<file path="config.mk">
export PLATFORM = sky130hd
export DESIGN_NAME = ram_rr_arbiter_flat
export DESIGN_NICKNAME = d
export VERILOG_FILES = /design/src/rtl/ram_rr_arbiter_if.sv /design/src/rtl/ram_rr_arbiter.sv /design/src/flat_wrapper.sv
export SDC_FILE = /design/constraint.sdc
export NUM_CORES = 1
export LEC_CHECK = 0
export CORE_ASPECT_RATIO = 0.5
export CORE_UTILIZATION = 35
export DETAILED_ROUTE_END_ITERATION = 7
export GPL_TIMING_DRIVEN = 0
export PLACE_DENSITY = 0.73
export SYNTH_ARGS = -nofsm -noshare
export SYNTH_HDL_FRONTEND = slang
export SYNTH_SLANG_ARGS = --single-unit
</file>
<file path="constraint.sdc">
create_clock -name clk -period 1.23 [get_ports clk]
set_input_delay 0.246 -clock clk [delete_from_list [all_inputs] [get_ports clk]]
set_output_delay 0.246 -clock clk [all_outputs]
set_load 0.01 [all_outputs]
</file>
<file path="src/rtl/ram_rr_arbiter_if.sv">
// Core-side bus of the shared-RAM arbiter: packed per-core request fields in,
// one-hot completion pulse and shared read data out.
interface ram_rr_arbiter_if #(
  parameter int NCORES = 2,
  parameter int AW     = 8,
  parameter int DW     = 8
);
  // Handshake: a core raises req (level) with we/addr/wdata stable and holds it
  // until it sees its ack bit; ack is a single-cycle pulse, and the core drops req
  // at the edge where it samples ack. rdata is valid in the ack cycle of a read.
  logic [NCORES-1:0]    req;
  logic [NCORES-1:0]    we;
  logic [NCORES*AW-1:0] addr;
  logic [NCORES*DW-1:0] wdata;
  logic [NCORES-1:0]    ack;
  logic [DW-1:0]        rdata;

  modport master (output req, we, addr, wdata, input ack, rdata);
  modport slave  (input req, we, addr, wdata, output ack, rdata);
endinterface

</file>
<file path="src/rtl/ram_rr_arbiter.sv">
// Round-robin sequencer sharing one single-port synchronous RAM between NCORES
// cores: one RAM cycle per grant, RAM_LAT wait for reads, one-cycle ack.
module ram_rr_arbiter #(
  parameter int NCORES  = 2,
  parameter int AW      = 8,
  parameter int DW      = 8,
  parameter int RAM_LAT = 1
) (
  input  logic                      clk,
  input  logic                      rst_n,
  ram_rr_arbiter_if.slave           core,
  output logic [$clog2(NCORES)-1:0] grant_id,
  output logic                      busy,
  output logic [1:0]                dbg_state,
  output logic [AW-1:0]             ram_addr,
  output logic [DW-1:0]             ram_din,
  output logic                      ram_wren,
  input  logic [DW-1:0]             ram_q
);

  localparam int IW = $clog2(NCORES);
  localparam int NP = 2 ** IW;

  typedef enum logic [1:0] {
    IDLE  = 2'd0,
    ISSUE = 2'd1,
    WAIT  = 2'd2,
    DONE  = 2'd3
  } state_t;

  state_t          state_q, state_d;
  logic [IW-1:0]   ptr_q;
  logic [IW-1:0]   sel;
  logic            found;
  logic            wr_q;
  logic [1:0]      cnt_q;
  logic [NCORES-1:0] one_hot;

  // Per-core fields padded to a power of two so any IW-bit index is in range.
  logic [NP-1:0]   req_p;
  logic [NP-1:0]   we_p;
  logic [AW-1:0]   addr_a  [NP];
  logic [DW-1:0]   wdata_a [NP];

  for (genvar i = 0; i < NP; i++) begin : g_unpack
    if (i < NCORES) begin : g_core
      assign req_p[i]   = core.req[i];
      assign we_p[i]    = core.we[i];
      assign addr_a[i]  = core.addr[i*AW +: AW];
      assign wdata_a[i] = core.wdata[i*DW +: DW];
    end else begin : g_pad
      assign req_p[i]   = 1'b0;
      assign we_p[i]    = 1'b0;
      assign addr_a[i]  = '0;
      assign wdata_a[i] = '0;
    end
  end

  // First requester at or above ptr, wrapping modulo NCORES.
  always_comb begin : arb
    logic [IW:0] cand;
    found = 1'b0;
    sel   = '0;
    cand  = '0;
    for (int i = 0; i < NCORES; i++) begin
      cand = {1'b0, ptr_q} + (IW+1)'(i);
      if (cand >= (IW+1)'(NCORES)) cand = cand - (IW+1)'(NCORES);
      if (!found && req_p[cand[IW-1:0]]) begin
        found = 1'b1;
        sel   = cand[IW-1:0];
      end
    end
  end

  always_comb begin
    one_hot = '0;
    for (int i = 0; i < NCORES; i++) one_hot[i] = (grant_id == IW'(i));
  end

  always_comb begin
    state_d = state_q;
    case (state_q)
      IDLE:    if (found) state_d = ISSUE;
      ISSUE:   state_d = wr_q ? DONE : WAIT;
      WAIT:    if (cnt_q == 2'd0) state_d = DONE;
      DONE:    state_d = IDLE;
      default: state_d = IDLE;
    endcase
  end

  always_ff @(posedge clk or negedge rst_n) begin
    if (!rst_n) state_q <= IDLE;
    else        state_q <= state_d;
  end

  assign dbg_state = state_q;

  always_ff @(posedge clk or negedge rst_n) begin
    if (!rst_n) begin
      ptr_q      <= '0;
      wr_q       <= 1'b0;
      cnt_q      <= 2'd0;
      grant_id   <= '0;
      busy       <= 1'b0;
      ram_addr   <= '0;
      ram_din    <= '0;
      ram_wren   <= 1'b0;
      core.ack   <= '0;
      core.rdata <= '0;
    end else begin
      busy     <= (state_d != IDLE);
      ram_wren <= 1'b0;
      core.ack <= '0;
      case (state_q)
        IDLE: begin
          if (found) begin
            grant_id <= sel;
            ram_addr <= addr_a[sel];
            ram_din  <= wdata_a[sel];
            wr_q     <= we_p[sel];
            ram_wren <= we_p[sel];
          end
        end
        ISSUE: cnt_q <= 2'(RAM_LAT - 1);
        WAIT: begin
          if (cnt_q != 2'd0) cnt_q <= cnt_q - 2'd1;
          else               core.rdata <= ram_q;
        end
        DONE: ptr_q <= (grant_id == IW'(NCORES - 1)) ? '0 : grant_id + 1'b1;
        default: ;
      endcase
      if (state_d == DONE) core.ack <= one_hot;
    end
  end

endmodule

</file>
<file path="src/flat_wrapper.sv">
// flat-port wrapper written by rule: the top's interface ports become plain ports
module ram_rr_arbiter_flat 
#(
  parameter int NCORES  = 2,
  parameter int AW      = 8,
  parameter int DW      = 8,
  parameter int RAM_LAT = 1
)
  (clk, rst_n, grant_id, busy, dbg_state, ram_addr, ram_din, ram_wren, ram_q, core_req, core_we, core_addr, core_wdata, core_ack, core_rdata);
  ram_rr_arbiter_if #(.NCORES(NCORES), .AW(AW), .DW(DW)) core_i ();
  input  logic clk;
  input  logic rst_n;
  output logic [$clog2(NCORES)-1:0] grant_id;
  output logic busy;
  output logic [1:0] dbg_state;
  output logic [AW-1:0] ram_addr;
  output logic [DW-1:0] ram_din;
  output logic ram_wren;
  input  logic [DW-1:0] ram_q;
  input wire logic [$bits(core_i.req)-1:0] core_req;
  input wire logic [$bits(core_i.we)-1:0] core_we;
  input wire logic [$bits(core_i.addr)-1:0] core_addr;
  input wire logic [$bits(core_i.wdata)-1:0] core_wdata;
  output wire logic [$bits(core_i.ack)-1:0] core_ack;
  output wire logic [$bits(core_i.rdata)-1:0] core_rdata;
  assign core_i.req = core_req;
  assign core_i.we = core_we;
  assign core_i.addr = core_addr;
  assign core_i.wdata = core_wdata;
  assign core_ack = core_i.ack;
  assign core_rdata = core_i.rdata;
  ram_rr_arbiter #(.NCORES(NCORES), .AW(AW), .DW(DW), .RAM_LAT(RAM_LAT)) u_core (.clk(clk), .rst_n(rst_n), .core(core_i), .grant_id(grant_id), .busy(busy), .dbg_state(dbg_state), .ram_addr(ram_addr), .ram_din(ram_din), .ram_wren(ram_wren), .ram_q(ram_q));
endmodule
</file>
**Yosys cells after proc, flatten, opt, wreduce, memory -nomap -nowiden**

Index checks and enable logic that the tools add are counted.

- $add $sub $neg: 5
- $lt $le $gt $ge: 6
- Equal/unequal tests: 5
- Mux-type cells: 28
- Bitwise gates (word level): 3
- Reduce and logical (&&, ||, !) cells: 10

Operators by type and width:

| operator | number |
|---|---|
| $mux 8 | 6 |
| $mux 1 | 16 |
| $mux 2 | 4 |
| $pmux 2 s4 | 1 |
| $eq 2x2->1 const B | 3 |
| $lt 1x2->1 const B | 3 |
| $reduce_and 2->1 | 3 |
| $reduce_bool 2->1 | 3 |
| $ge 2x2->1 const B | 2 |
| $logic_not 2->1 | 2 |
| $pmux 2 s2 | 1 |
| $add 1x1->2 const B | 1 |
| $eq 2x1->1 const B | 1 |
| $ge 1x2->1 const B | 1 |
| $ne 2x1->1 const B | 1 |
| $not 1->1 | 2 |
| $not 1->2 | 1 |
| $sub 1x1->1 const B | 2 |
| $sub 2x1->2 const B | 1 |
| $add 1x1->1 const B | 1 |
| $logic_and 1x1->1 | 1 |
| $logic_not 1->1 | 1 |

- Register bits: 35
- Bits of input ports: 46
- Output and inout port bits: 31
- Word-level logic and storage cells: 68

**Depth between registers and ports, before layout**

Gate-level depths: netlist (run 1).

- Word-level depth: 12
- Depth in mapped cells: 7
- Depth with buffers taken out: 5

**Least setup slack after synthesis (run 1)**

Ideal clock, no wire load.

- Path kind: register to register
- Start: reg u_core.state_q[0], in the netlist u_core.dbg_state[0]
- End: reg u_core.core.rdata[0]
- Setup time: 0.125 ns
- Data arrival time: 1.330 ns
- Data required time: 1.105 ns
- Slack: -0.224 ns
- Stages on the path, launching flop included: 5
- Buffers on the path: 0
- Period minus slack after synthesis: 1.454 ns
- Cell sequence: dfrtp_1 > inv_1 > ha_1 > nand2_1 > mux2_2

- Cells in the longest elaborated chain, start to end: 2

RTL lines:

| what | RTL line | text |
|---|---|---|
| start, declared | ram_rr_arbiter.sv:31 | `state_t state_q, state_d;` |
| start signal, assigned | ram_rr_arbiter.sv:93 | `else state_q <= state_d;` |
| $eq 2x2->1 | ram_rr_arbiter.sv:114 | `case (state_q)` |
| $reduce_and 2->1 (no line) | - |  |
| end signal, assigned | ram_rr_arbiter.sv:127 | `else core.rdata <= ram_q;` |
| end, declared | ram_rr_arbiter_if.sv:19 | `modport slave (input req, we, addr, wdata, output ack, rdata);` |

No other way between the ends.
A chain may end at the register's enable or synchronous reset.

**Final worst setup path (run 1)**

- Start: reg u_core.state_q[0], in the netlist u_core.dbg_state[0]
- End: reg u_core.ram_addr[7]

- Cells in the longest elaborated chain, start to end: 2

RTL lines:

| what | RTL line | text |
|---|---|---|
| $logic_not 2->1 | ram_rr_arbiter.sv:114 |  |
| $reduce_and 2->1 (no line) | - |  |
| end signal, assigned | ram_rr_arbiter.sv:118 | `ram_addr <= addr_a[sel];` |
| end, declared | ram_rr_arbiter.sv:15 | `output logic [AW-1:0] ram_addr,` |

No other way between the ends.

==> reports/qor.csv, run 1 <==
stage;metric;value;unit
critical_path;Crit path arrival time;1640;ps
run;max_cap viols;0;
timing;final hold vios;0;
finish;ANT cells;0;
floorplanning;Die Area;4850;um2
place;Placement Setup Slack;-485;ps
grt;first-pass GRT wire length;8770;um
logic_synthesis;syn nets;202;
timing;Final Cycle Share;1.17;
finish;layout cells sized above 1;0.424;
logic_synthesis;sequential element share of the synthesized area;0.549;
finish;Syn-to-layout area delta;102;%
detailed_routing;drt drc;0;
logic_synthesis;Syn Std Cell Area;1600;um2
floorplanning;I/O pins;77;
timing;setup TNS;-3990;ps
timing;Slew Viols, Final;0;
logic_synthesis;Synth area leaders;dfrtp_1 (55%), a31oi_1 (6.7%), a21oi_1 (6.0%);
grt;Total GRT Usage;0.232;
timing;Period minus WS final;1430;ps
detailed_routing;routed len/inst;20.3;um
timing;Setup WS post-layout;-203;ps
detailed_routing;Post-DRT Antenna Nets;0;
pwr;total power draw;8.01;mW
timing;Least-Margin Pin Slew;794;ps
place;IO Port Bufs;76;
critical_path;crit start category;flip-flop;
run_status;run status;complete, but fails checks;
critical_path;Critical Setup Path Class;flip-flop to flip-flop;
place;dpl cells;281;
finish;most frequent cells in the layout;clkdlybuf4s50_1 (42), dfrtp_1 (34), buf_4 (20), clkdlybuf4s15_1 (18), o21ai_0 (15);
grt;antenna violations before repair;0;
timing;fmax;698;MHz
clock_network;Root Buffer;clkbuf_8;
timing;clk_skew;13.9;ps
finish;area of the multi-input gates;1010;um2
place;GPL Wtd Cong;0.692;
pwr;Pleak;1.32;nW
detailed_routing;via count;1756;
floorplanning;Die W;97.5;um
grt;vias in the first global route;1729;
critical_path;r2r endpoint;u_core.ram_addr[7]$_DFFE_PN0P_;
timing;slew margin rel.;0.471;
critical_path;FF-to-FF Start;u_core.dbg_state[0]$_DFF_PN0_;
clock_network;clk_lat worst skew;290;ps
clock_network;CTS sink count;35;
clock_network;total CTS buffers;5;
floorplanning;# rows;16;
finish;most common cell after layout, fill and taps aside;clkdlybuf4s50_1;
critical_path;Crit. End Element;flip-flop;
logic_synthesis;Synth cell types;27;
finish;area occupied by registers;877;um2
detailed_routing;DRT Pass-1 Iters;4;
detailed_routing;Post-Route WL;6440;um
critical_path;FF-to-FF path depth;7;
finish;Final Core Density;0.781;
logic_synthesis;post-synthesis sequential element count;35;
timing;RSZ-0062 raised after global routing;true;
finish;final cell count without fillers;318;
finish;fillers;232;
floorplanning;Die H;49.8;um
pwr;Power Dens Cells;2490;nW/um2
logic_synthesis;share of the synthesized area in the top cell type;0.549;
floorplanning;core box area;4120;um2
detailed_routing;vias per std cell;5.52;
logic_synthesis;Synth Area per Inst;10.6;um2
clock_network;clk slew on worst S/H paths;80;ps
timing;Final setup viols;33;
logic_synthesis;Cells after Synth;151;
clock_network;clock buffer depth;2;
pwr;VDD IR-drop max;1.09;mV
grt;largest net degree at the start of global routing;36;
floorplanning;Starting Density;0.387;
hold_path;HP Class;primary input to async pin;
logic_synthesis;post-synth top area cell;dfrtp_1;
clock_network;H-tree depth;2;
critical_path;worst path required time;1440;ps
logic_synthesis;Syn. warnings;0;
detailed_routing;initial drt markers;92;
clock_network;TritonCTS clock tree;done;
critical_path;CP Max Fanout;6;
grt;Overflow after GRT;0;
critical_path;Reg2Reg Setup Slack;-200;ps
finish;Layout Nets;314;
run_status;failing checks;negative setup slack;
place;post-DP HPWL;3170;um
flip-flops by register name, indices dropped and copies added (netlist names), 2 cells and up:
| register | count |
|---|---|
| u_core.ram_din | 8 |
| u_core.core.rdata | 8 |
| u_core.dbg_state | 2 |
| u_core.core.ack | 2 |
| u_core.cnt_q | 2 |
| u_core.ram_addr | 8 |
metrics by stage:
step / hold slack, ps / area (um2)
global placement: 473 / 2460
floorplan: -49.6 / 1630
global route: 80.0 / 3220
detailed placement: 368 / 2450
CTS: 52.8 / 2870
finish: 36.2 / 3220
repair_timing:
item                       CTS  global route
setup endpoints to repair   60            56
hold endpoints to repair     0             0
gates cloned                 3             0
gates resized for setup     71            69
setup buffers               18             9
pin swaps                   15             6
hold buffers                 0             0
where the power goes:
part           switching [mW]  internal, mW
logic                    2.15          2.57
registers               0.352          1.69
clock network           0.450         0.809
total                    2.95          5.06
layer usage:
layer / routed length, um / up-vias / GRT usage
li1: - / 767 / -
met1: 2490 / 869 / 0.290
met2: 3290 / 97 / 0.411
met3: 442 / 23 / 0.0539
met4: 221 / 0 / 0.0564
met5: 0 / - / 0
synthesized netlist by cell type:
cell type	n
dfrtp_1	35
nor2_1	20
a21oi_1	19
a31oi_1	17
o21ai_0	17
mux2_2	8
ha_1	5
inv_1	5
buf_2	3
buf_6	3
buf_4	2
nand2_1	2
a21o_1	1
a32o_1	1
a32oi_2	1
and2b_2	1
and3_1	1
and3b_1	1
clkbuf_1	1
nand2b_1	1
nand3_1	1
nand3b_1	1
o21a_1	1
o21ai_1	1
o21ai_2	1
o2bb2ai_1	1
or2_2	1
how the worst max path moves through the flow:
stage	from	endpoint	slack (ps)
finish	u_core.dbg_state[0]$_DFF_PN0_	u_core.ram_addr[7]$_DFFE_PN0P_	-200
global route	u_core.dbg_state[0]$_DFF_PN0_	u_core.ram_addr[7]$_DFFE_PN0P_	-250
CTS	u_core.dbg_state[0]$_DFF_PN0_	u_core.busy$_DFF_PN0_	-130
detailed placement	core_req[1]	u_core.ram_din[3]$_DFFE_PN0P_	-490
global placement	rst_n	u_core.dbg_state[0]$_DFF_PN0_	-970
floorplan	u_core.dbg_state[1]$_DFF_PN0_	u_core.ram_addr[3]$_DFFE_PN0P_	-40
cells by family after synthesis:
family,share of synthesized area
compound gates,0.219
flops,0.549
simple gates,0.0823
buf+inv,0.0541
mux,0.0564
fa+ha+maj,0.0392
cell type report:
type,instances,area share
multi-input cells,103,0.313
inverters,5,0.00660
flip-flops and latches,35,0.272
clock buffers,5,0.0214
clock inverters,3,0.0210
plain buffers,8,0.0253
well taps,54,0.0210
repair buffers,105,0.320
critical path, cell delays in order (launching register included):
cell and delay [ps]:
dfrtp_2 440, inv_4 100, ha_4 170, o21a_2 200
buf_12 130, buf_8 120, nor2_2 50, a21oi_2 150
Power figures use the tool's default switching activity.
==> run 2, diff against run 1 <==
--- a/config.mk
+++ b/config.mk
@@ -7,6 +7,7 @@
 export LEC_CHECK = 0
 export CORE_ASPECT_RATIO = 0.5
 export CORE_UTILIZATION = 35
+export CTS_CLUSTER_DIAMETER = 40
 export DETAILED_ROUTE_END_ITERATION = 7
 export GPL_TIMING_DRIVEN = 0
 export PLACE_DENSITY = 0.73
==> results of run 2 <==
The final DEF is identical to that of run 1; final timing and power are the same.
